[config.mk]
export PLATFORM = sky130hd
export DESIGN_NAME = lcd_fb_reader
export DESIGN_NICKNAME = d
export VERILOG_FILES = /design/src/rtl/lcd_fb_reader.sv
export SDC_FILE = /design/constraint.sdc
export NUM_CORES = 1
export LEC_CHECK = 0
export ABC_AREA = 1
export CAP_MARGIN = 20
export CORE_ASPECT_RATIO = 1.5
export CORE_MARGIN = 5
export CORE_UTILIZATION = 40
export CTS_BUF_LIST = sky130_fd_sc_hd__clkbuf_16
export CTS_CLUSTER_DIAMETER = 80
export DETAILED_ROUTE_END_ITERATION = 12
export MAX_ROUTING_LAYER = met4
export PLACE_DENSITY = 0.7
export SLEW_MARGIN = 30
export SYNTH_ARGS = -nofsm -noshare
export SYNTH_HDL_FRONTEND = slang
export SYNTH_SLANG_ARGS = --single-unit
export TNS_END_PERCENT = 5
[constraint.sdc]
create_clock -name clk -period 2.3 [get_ports clk]
set_clock_uncertainty 0.05 [all_clocks]
set_input_delay 0.46 -clock clk [delete_from_list [all_inputs] [get_ports clk]]
set_output_delay 0.46 -clock clk [all_outputs]
set_load 0.02 [all_outputs]
[src/rtl/lcd_fb_reader.sv]
// LCD raster reader for a 1-bit frame buffer: raster timing, RAM read address, RGB565 out.
// Outputs lag the raster counters by RD_LAT+1 clocks; no backpressure, runs at the pixel clock.
module lcd_fb_reader #(
  parameter int unsigned H_ACTIVE   = 800,
  parameter int unsigned H_FP       = 40,
  parameter int unsigned H_SYNC     = 128,
  parameter int unsigned H_BP       = 88,
  parameter int unsigned V_ACTIVE   = 480,
  parameter int unsigned V_FP       = 1,
  parameter int unsigned V_SYNC     = 3,
  parameter int unsigned V_BP       = 21,
  parameter int unsigned RD_LAT     = 2,
  parameter int unsigned GRID_X     = 80,
  parameter int unsigned GRID_Y     = 48,
  parameter logic [15:0] FG_COLOR   = 16'hFFE0,
  parameter logic [15:0] GRID_COLOR = 16'h4208,
  parameter logic [15:0] BG_COLOR   = 16'h0000
) (
  input  logic        clk,
  input  logic        rst,
  input  logic        run,
  input  logic        grid_en,
  input  logic        q,
  output logic [18:0] rdaddress,
  output logic        rden,
  output logic        lcd_hs,
  output logic        lcd_vs,
  output logic        lcd_de,
  output logic [15:0] lcd_rgb,
  output logic        frame_done
);

  localparam int unsigned H_TOTAL = H_ACTIVE + H_FP + H_SYNC + H_BP;
  localparam int unsigned V_TOTAL = V_ACTIVE + V_FP + V_SYNC + V_BP;
  localparam int unsigned HW = $clog2(H_TOTAL);
  localparam int unsigned VW = $clog2(V_TOTAL);
  localparam int unsigned XW = $clog2(GRID_X + 1);
  localparam int unsigned YW = $clog2(GRID_Y + 1);

  localparam logic [HW-1:0] H_LAST     = HW'(H_TOTAL - 1);
  localparam logic [HW-1:0] H_ACT      = HW'(H_ACTIVE);
  localparam logic [HW-1:0] H_ACT_LAST = HW'(H_ACTIVE - 1);
  localparam logic [HW-1:0] HS_FIRST   = HW'(H_ACTIVE + H_FP);
  localparam logic [HW-1:0] HS_LAST    = HW'(H_ACTIVE + H_FP + H_SYNC - 1);
  localparam logic [VW-1:0] V_LAST     = VW'(V_TOTAL - 1);
  localparam logic [VW-1:0] V_ACT      = VW'(V_ACTIVE);
  localparam logic [VW-1:0] V_ACT_LAST = VW'(V_ACTIVE - 1);
  localparam logic [VW-1:0] VS_FIRST   = VW'(V_ACTIVE + V_FP);
  localparam logic [VW-1:0] VS_LAST    = VW'(V_ACTIVE + V_FP + V_SYNC - 1);
  localparam logic [XW-1:0] X_LAST     = XW'(GRID_X - 1);
  localparam logic [YW-1:0] Y_LAST     = YW'(GRID_Y - 1);

  typedef enum logic {IDLE, SCAN} state_t;

  typedef struct packed {
    logic grid;
    logic vs;
    logic hs;
    logic de;
  } tim_t;

  localparam tim_t TIM_IDLE = tim_t'{grid: 1'b0, vs: 1'b1, hs: 1'b1, de: 1'b0};

  state_t        state_q, state_d;
  logic [HW-1:0] h_q, h_d;
  logic [VW-1:0] v_q, v_d;
  logic [XW-1:0] xm_q, xm_d;
  logic [YW-1:0] ym_q, ym_d;
  logic [18:0]   addr_q, addr_d;
  logic          rden_q, rden_d;
  logic          grid_frm_q, grid_frm_d;
  logic          frame_done_q, frame_done_d;
  tim_t          pipe_q [RD_LAT];
  tim_t          pipe_d [RD_LAT];
  tim_t          tim_raw, tim_out;
  logic          hs_q, hs_d, vs_q, vs_d, de_q, de_d;
  logic [15:0]   rgb_q, rgb_d;
  logic          scan, frame_end, frame_start;

  assign scan      = (state_q == SCAN);
  assign frame_end = scan && (h_q == H_LAST) && (v_q == V_LAST);

  always_comb begin
    state_d      = state_q;
    h_d          = h_q;
    v_d          = v_q;
    xm_d         = xm_q;
    ym_d         = ym_q;
    grid_frm_d   = grid_frm_q;
    frame_done_d = 1'b0;
    case (state_q)
      IDLE: begin
        h_d  = '0;
        v_d  = '0;
        xm_d = '0;
        ym_d = '0;
        if (run) begin
          state_d    = SCAN;
          grid_frm_d = grid_en;
        end
      end
      SCAN: begin
        if (h_q == H_LAST) begin
          h_d  = '0;
          xm_d = '0;
          if (v_q == V_LAST) begin
            v_d          = '0;
            ym_d         = '0;
            frame_done_d = 1'b1;
            grid_frm_d   = grid_en;
            if (!run) state_d = IDLE;
          end else begin
            v_d  = v_q + 1'b1;
            ym_d = (ym_q == Y_LAST) ? '0 : ym_q + 1'b1;
          end
        end else begin
          h_d  = h_q + 1'b1;
          xm_d = (xm_q == X_LAST) ? '0 : xm_q + 1'b1;
        end
      end
      default: state_d = IDLE;
    endcase

    // rden/rdaddress are registered from the next-state counters so they line up with h_q/v_q
    frame_start = (state_d == SCAN) && ((state_q == IDLE) || frame_end);
    rden_d      = (state_d == SCAN) && (h_d < H_ACT) && (v_d < V_ACT);
    addr_d      = addr_q;
    if (frame_start) addr_d = '0;
    else if (rden_d) addr_d = addr_q + 19'd1;
  end

  always_comb begin
    tim_raw.de   = rden_q;
    tim_raw.hs   = !(scan && (h_q >= HS_FIRST) && (h_q <= HS_LAST));
    tim_raw.vs   = !(scan && (v_q >= VS_FIRST) && (v_q <= VS_LAST));
    tim_raw.grid = scan && grid_frm_q &&
                   ((xm_q == '0) || (ym_q == '0) || (h_q == H_ACT_LAST) || (v_q == V_ACT_LAST));
    pipe_d[0] = tim_raw;
    for (int i = 1; i < RD_LAT; i++) pipe_d[i] = pipe_q[i-1];

    tim_out = pipe_q[RD_LAT-1];
    hs_d    = tim_out.hs;
    vs_d    = tim_out.vs;
    de_d    = tim_out.de;
    if (!tim_out.de)      rgb_d = '0;
    else if (q)           rgb_d = FG_COLOR;
    else if (tim_out.grid) rgb_d = GRID_COLOR;
    else                  rgb_d = BG_COLOR;
  end

  always_ff @(posedge clk) begin
    if (rst) begin
      state_q      <= IDLE;
      h_q          <= '0;
      v_q          <= '0;
      xm_q         <= '0;
      ym_q         <= '0;
      addr_q       <= '0;
      rden_q       <= 1'b0;
      grid_frm_q   <= 1'b0;
      frame_done_q <= 1'b0;
      for (int i = 0; i < RD_LAT; i++) pipe_q[i] <= TIM_IDLE;
      hs_q         <= 1'b1;
      vs_q         <= 1'b1;
      de_q         <= 1'b0;
      rgb_q        <= '0;
    end else begin
      state_q      <= state_d;
      h_q          <= h_d;
      v_q          <= v_d;
      xm_q         <= xm_d;
      ym_q         <= ym_d;
      addr_q       <= addr_d;
      rden_q       <= rden_d;
      grid_frm_q   <= grid_frm_d;
      frame_done_q <= frame_done_d;
      pipe_q       <= pipe_d;
      hs_q         <= hs_d;
      vs_q         <= vs_d;
      de_q         <= de_d;
      rgb_q        <= rgb_d;
    end
  end

  assign rdaddress  = addr_q;
  assign rden       = rden_q;
  assign lcd_hs     = hs_q;
  assign lcd_vs     = vs_q;
  assign lcd_de     = de_q;
  assign lcd_rgb    = rgb_q;
  assign frame_done = frame_done_q;

endmodule

Yosys cells after proc, flatten, opt, wreduce, memory -nomap -nowiden
Cells that the tools add are included.
Operators by class
  eq/ne operators: 9
  add/sub/neg operators: 5
  muxes and demuxes: 23
  bitwise logic cells: 3
  reductions and logical operators: 24
  $lt $le $gt $ge: 6
Operator list (number)
  $pmux 11 s2: 1
  $add 19x1->19 const B: 1
  $eq 9x9->1 const B: 2
  $mux 6: 3
  $mux 9: 2
  $pmux 9 s2: 1
  $mux 16: 1
  $mux 15: 1
  $mux 7: 2
  $pmux 7 s2: 1
  $pmux 6 s2: 1
  $add 11x1->11 const B: 1
  $eq 11x10->1 const B: 1
  $eq 11x11->1 const B: 1
  $ge 11x10->1 const B: 1
  $le 11x10->1 const B: 1
  $logic_and 1x1->1: 11
  $lt 11x10->1 const B: 1
  $mux 11: 1
  $add 9x1->9 const B: 1
  $ge 9x9->1 const B: 1
  $le 9x9->1 const B: 1
  $lt 9x9->1 const B: 1
  $add 7x1->7 const B: 1
  15 further kinds: 31
Word-level totals
  input port bits: 5
  logic and storage cells: 92
  flip-flop bits (word level): 83

Longest topological paths before layout
  depth in word-level cells: 6
  gate-level depth with buffers: 14
  mapped depth without buffers: 13

Worst setup path before layout
Ideal clock, no wire load.
  kind: register to register
  start point: register h_q[0]
  end point: register addr_q[0] (netlist: rdaddress[0])
  stages on the path, launching flop included: 15
  arrival: 1732 ps
  clock period less this slack: 1907 ps
  buffers on the path: 2
  slack: 393 ps
  cell sequence: dfxtp_1 > ha_1 > nand2_1 > nor2_4 > nand3_2 > inv_2 > nand2_1 > nand2_1 > nand2_1 > nor2_1 > nand2_1 > buf_4 > buf_6 > nand3_2 > a21oi_2
Between the ends
  word-level cells in the longest chain between the ends: 6
  elaborated cells between the ends (all ways): 17
RTL lines
  start: declaration: RTL line 65  | logic [HW-1:0] h_q, h_d;
  start signal: assignment: RTL line 154  | h_q <= '0;
  start signal: assignment: RTL line 169  | h_q <= h_d;
  $add 11x1->11 or $eq 11x11->1 (tied branches): RTL line 117, 81, 103
  $mux 11 or $logic_and 1x1->1 (tied branches): RTL line 103, 81
  $pmux 11 s2 or $logic_and 1x1->1 (tied branches): RTL line 91, 81
  $lt 11x10->1 or $logic_or 1x1->1 (tied branches): RTL line 126, 125
  $logic_and 1x1->1 (on tied branches): RTL line 126, 125
  $logic_and 1x1->1 or $reduce_or 2->1 (tied branches)
  end signal: assignment: RTL line 173  | addr_q <= addr_d;
  end: declaration: RTL line 69  | logic [18:0] addr_q, addr_d;
Parallel ways exist; a longest one is shown, timed or not.
A chain may end at the register's enable or synchronous reset.

Worst setup path in the final report
  start point: register h_q[1]
  end point: register addr_q[17] (netlist: rdaddress[17])
The elaborated chain is that of the path after synthesis.

==> results.json <==
{
  "status": "complete, no violations",
  "initialDrtViolationCount": 132,
  "synth_top_cell_by_area": "dfxtp_1",
  "period_share_pct": 92.2,
  "vias_per_cell": 4.96,
  "fin_nets": 562,
  "initial_utilization_pct": 41.0,
  "die_y_um": 127,
  "drc": 0,
  "io_pins": 45,
  "synth_top_area_share_pct": 38.5,
  "slowest_stage": "dfxtp_2",
  "worstSetupPathType": "flop to flop",
  "htreeDepth": 3,
  "numPortBuffers": 40,
  "seq_power_share_pct": 45.7,
  "grt_pass1_vias": 3170,
  "drive_gt1_share_pct": 12.3,
  "cp.required_ns": 2.48,
  "diodes": 0,
  "cpLargestDelayFamily": "simple AND/OR/NAND/NOR gates",
  "cpPeakStageDelay_ns": 0.35,
  "slew_violations": 0,
  "fin_crit_ns": 2.12,
  "setup_viol": 0,
  "gp_congestion": 0.934,
  "grt_pass1_wl_um": 13900,
  "min_path_type": "flop to flop",
  "cts_sinks": 70,
  "vias": 3284,
  "cts_tree": "yes",
  "ir_drop_mv": 0.421,
  "worst-path-max-fanout": 20,
  "ff2ff_setup_slack_ns": 0.18,
  "ys_seq_area_share_pct": 38.5,
  "cts_root_buffer": "clkbuf_16",
  "whs_ns": 0.360,
  "grtUsageTotal_pct": 16.2,
  "internal-power_w": 0.00205,
  "power_density_mw_per_mm2": 605,
  "max_freq_mhz": 472,
  "die_width_um": 87.9,
  "power.total_w": 0.00272,
  "drt_pass1_iterations": 4,
  "hold_viol": 0,
  "path_clk_slew_ns": 0.06,
  "synth_ff_type": "dfxtp_1",
  "fillers": 825,
  "netlist_instances": 503,
  "p_sw_share_pct": 24.8,
  "critPathMostFrequentCell": "nand2_1",
  "final_antenna_net_count": 0,
  "async_flop_share_pct": 0,
  "cap_violations": 0,
  "core_area_mm2": 0.00888,
  "syn_to_final_growth_pct": 23.5,
  "cp-end-kind": "flop",
  "p_clk_share_pct": 48.1,
  "ctsHoldBuffers": 0,
  "grt_max_degree": 21,
  "ys_ff_latch": 70,
  "numCtsBuffers": 9,
  "dp_hpwl_um": 6170,
  "power_frac_comb_pct": 6.2,
  "wl_per_cell_um": 12.6,
  "p_switching_w": 0.000676,
  "design.die.area_mm2": 0.0111,
  "grt_overflow_total": 0,
  "cp-start-kind": "flop",
  "cp_cell_sequence": "ha_1 -> nand2_1 -> nor2_4 -> nand3_4 -> nand2_4 -> inv_2 -> nand2_1 -> nand2_1 -> a21oi_4 -> nand2_2 -> buf_12 -> nand2_1 -> a21oi_2",
  "synth_edf_count": 0,
  "synth_warnings": 0,
  "final_common_cell": "nand2_1",
  "syn-mean-instance-area_um2": 7.24,
  "mostFrequentLayoutCells": "nand2_1, nor2_1, dfxtp_1, inv_1",
  "cp.arrival_ns": 2.30,
  "clock_path_buffers": 2,
  "ys_top_cells_by_area": "dfxtp_1, nand2_1, nor2_1",
  "wirelength_um": 8340,
  "leakagePower_nw": 1.66,
  "path_buf_inv": 2,
  "num_rows": 42,
  "grt_antenna_before_repair": 0,
  "synth.distinct_cells": 32,
  "clk_latency_ns": 0.34,
  "synth_area_mm2": 0.00364
}
worst register-to-register path: stages, from the launching register on:
cell	delay (ns)
dfxtp_2	0.35
ha_1	0.18
nand2_1	0.11
nor2_4	0.17
nand3_4	0.15
nand2_4	0.13
inv_2	0.07
nand2_1	0.09
nand2_1	0.09
a21oi_4	0.23
nand2_2	0.10
buf_12	0.16
nand2_1	0.09
a21oi_2	0.05
logic make-up after synthesis:
group | synth area share, %
AND/OR/NAND/NOR | 34.0
XOR/XNOR | 4.81
adder cells (fa/ha/maj) | 3.44
flip-flops | 38.5
other | 0.103
buffers and inverters | 11.1
AO/OA/AOI/OAI | 8.01
through the flow:
stage	instances	setup WS, ns	util [%]	setup TNS [ns]	cell area [um^2]
finish	662	0.181	50.6	0	4500
CTS	658	0.0959	49.4	0	4390
detailed placement	642	0.120	46.2	0	4100
global placement	642	0.206	46.2	0	4100
floorplan	506	0.393	-	0	3650
global route	662	-0.0388	50.6	-0.0795	4500
routing by layer:
layer / wire length [um] / vias to the layer above / track usage [%]
li1: - / 1685 / -
met1: 3340 / 1490 / 16.5
met2: 4250 / 80 / 27.9
met3: 367 / 29 / 3.89
met4: 386 / 0 / 8.85
met5: 0 / - / -
sequential cells by signal (all words and copies together) (netlist names), 3 cells and up:
register	cells
xm_q	7
v_q	9
pipe_d	4
rdaddress	19
h_q	11
ym_q	6
lcd_rgb	3
timing repair:
action                     4_1_cts  5_1_grt
resized for setup                0       17
setup endpoints to repair        0       29
buffers inserted                 0        3
Yosys cell counts, drive strengths merged (2+ instances only):
cell      n
a21oi    30
buf      20
clkbuf    4
clkinv    2
dfxtp    70
ha       10
inv      59
nand2   104
nand3    51
nand3b    3
nand4     9
nor2     71
nor3     21
nor3b     5
o21ai    12
o31ai     2
or2       5
xnor2     5
xor2     15
worst paths after layout:
| check | from | to | cells past startpoint |
|---|---|---|---|
| setup / recovery | h_q[1]$_SDFF_PP0_ | rdaddress[17]$_SDFFE_PP0P_ | 13 |
| hold / removal | pipe_d[0]$_SDFF_PP0_ | de_d$_SDFF_PP0_ | 2 |
| setup reg to reg | h_q[1]$_SDFF_PP0_ | rdaddress[17]$_SDFFE_PP0P_ | 13 |
| hold reg to reg | pipe_d[0]$_SDFF_PP0_ | de_d$_SDFF_PP0_ | 2 |
cell type report:
class                   count  area [um^2]  share of cell area [%]
inverters                  61          234                    5.20
clock buffers               9          225                    5.01
repair buffers             54          559                    12.4
clock inverters             7         61.3                    1.36
multi-input cells         351         1880                    41.7
well taps                 110          138                    3.06
flip-flops and latches     70         1400                    31.2
power by group through the flow:
stage	Sequential (W)	Clock (W)	Combinational (W)
CTS	0.00124	0.00135	0.000156
global route	0.00125	0.00140	0.000186
global placement	0.00127	0	0.000153
floorplan	0.00127	0	0.000103
finish	0.00124	0.00131	0.000169
detailed placement	0.00127	0	0.000155
Power figures use the tool's default switching activity.
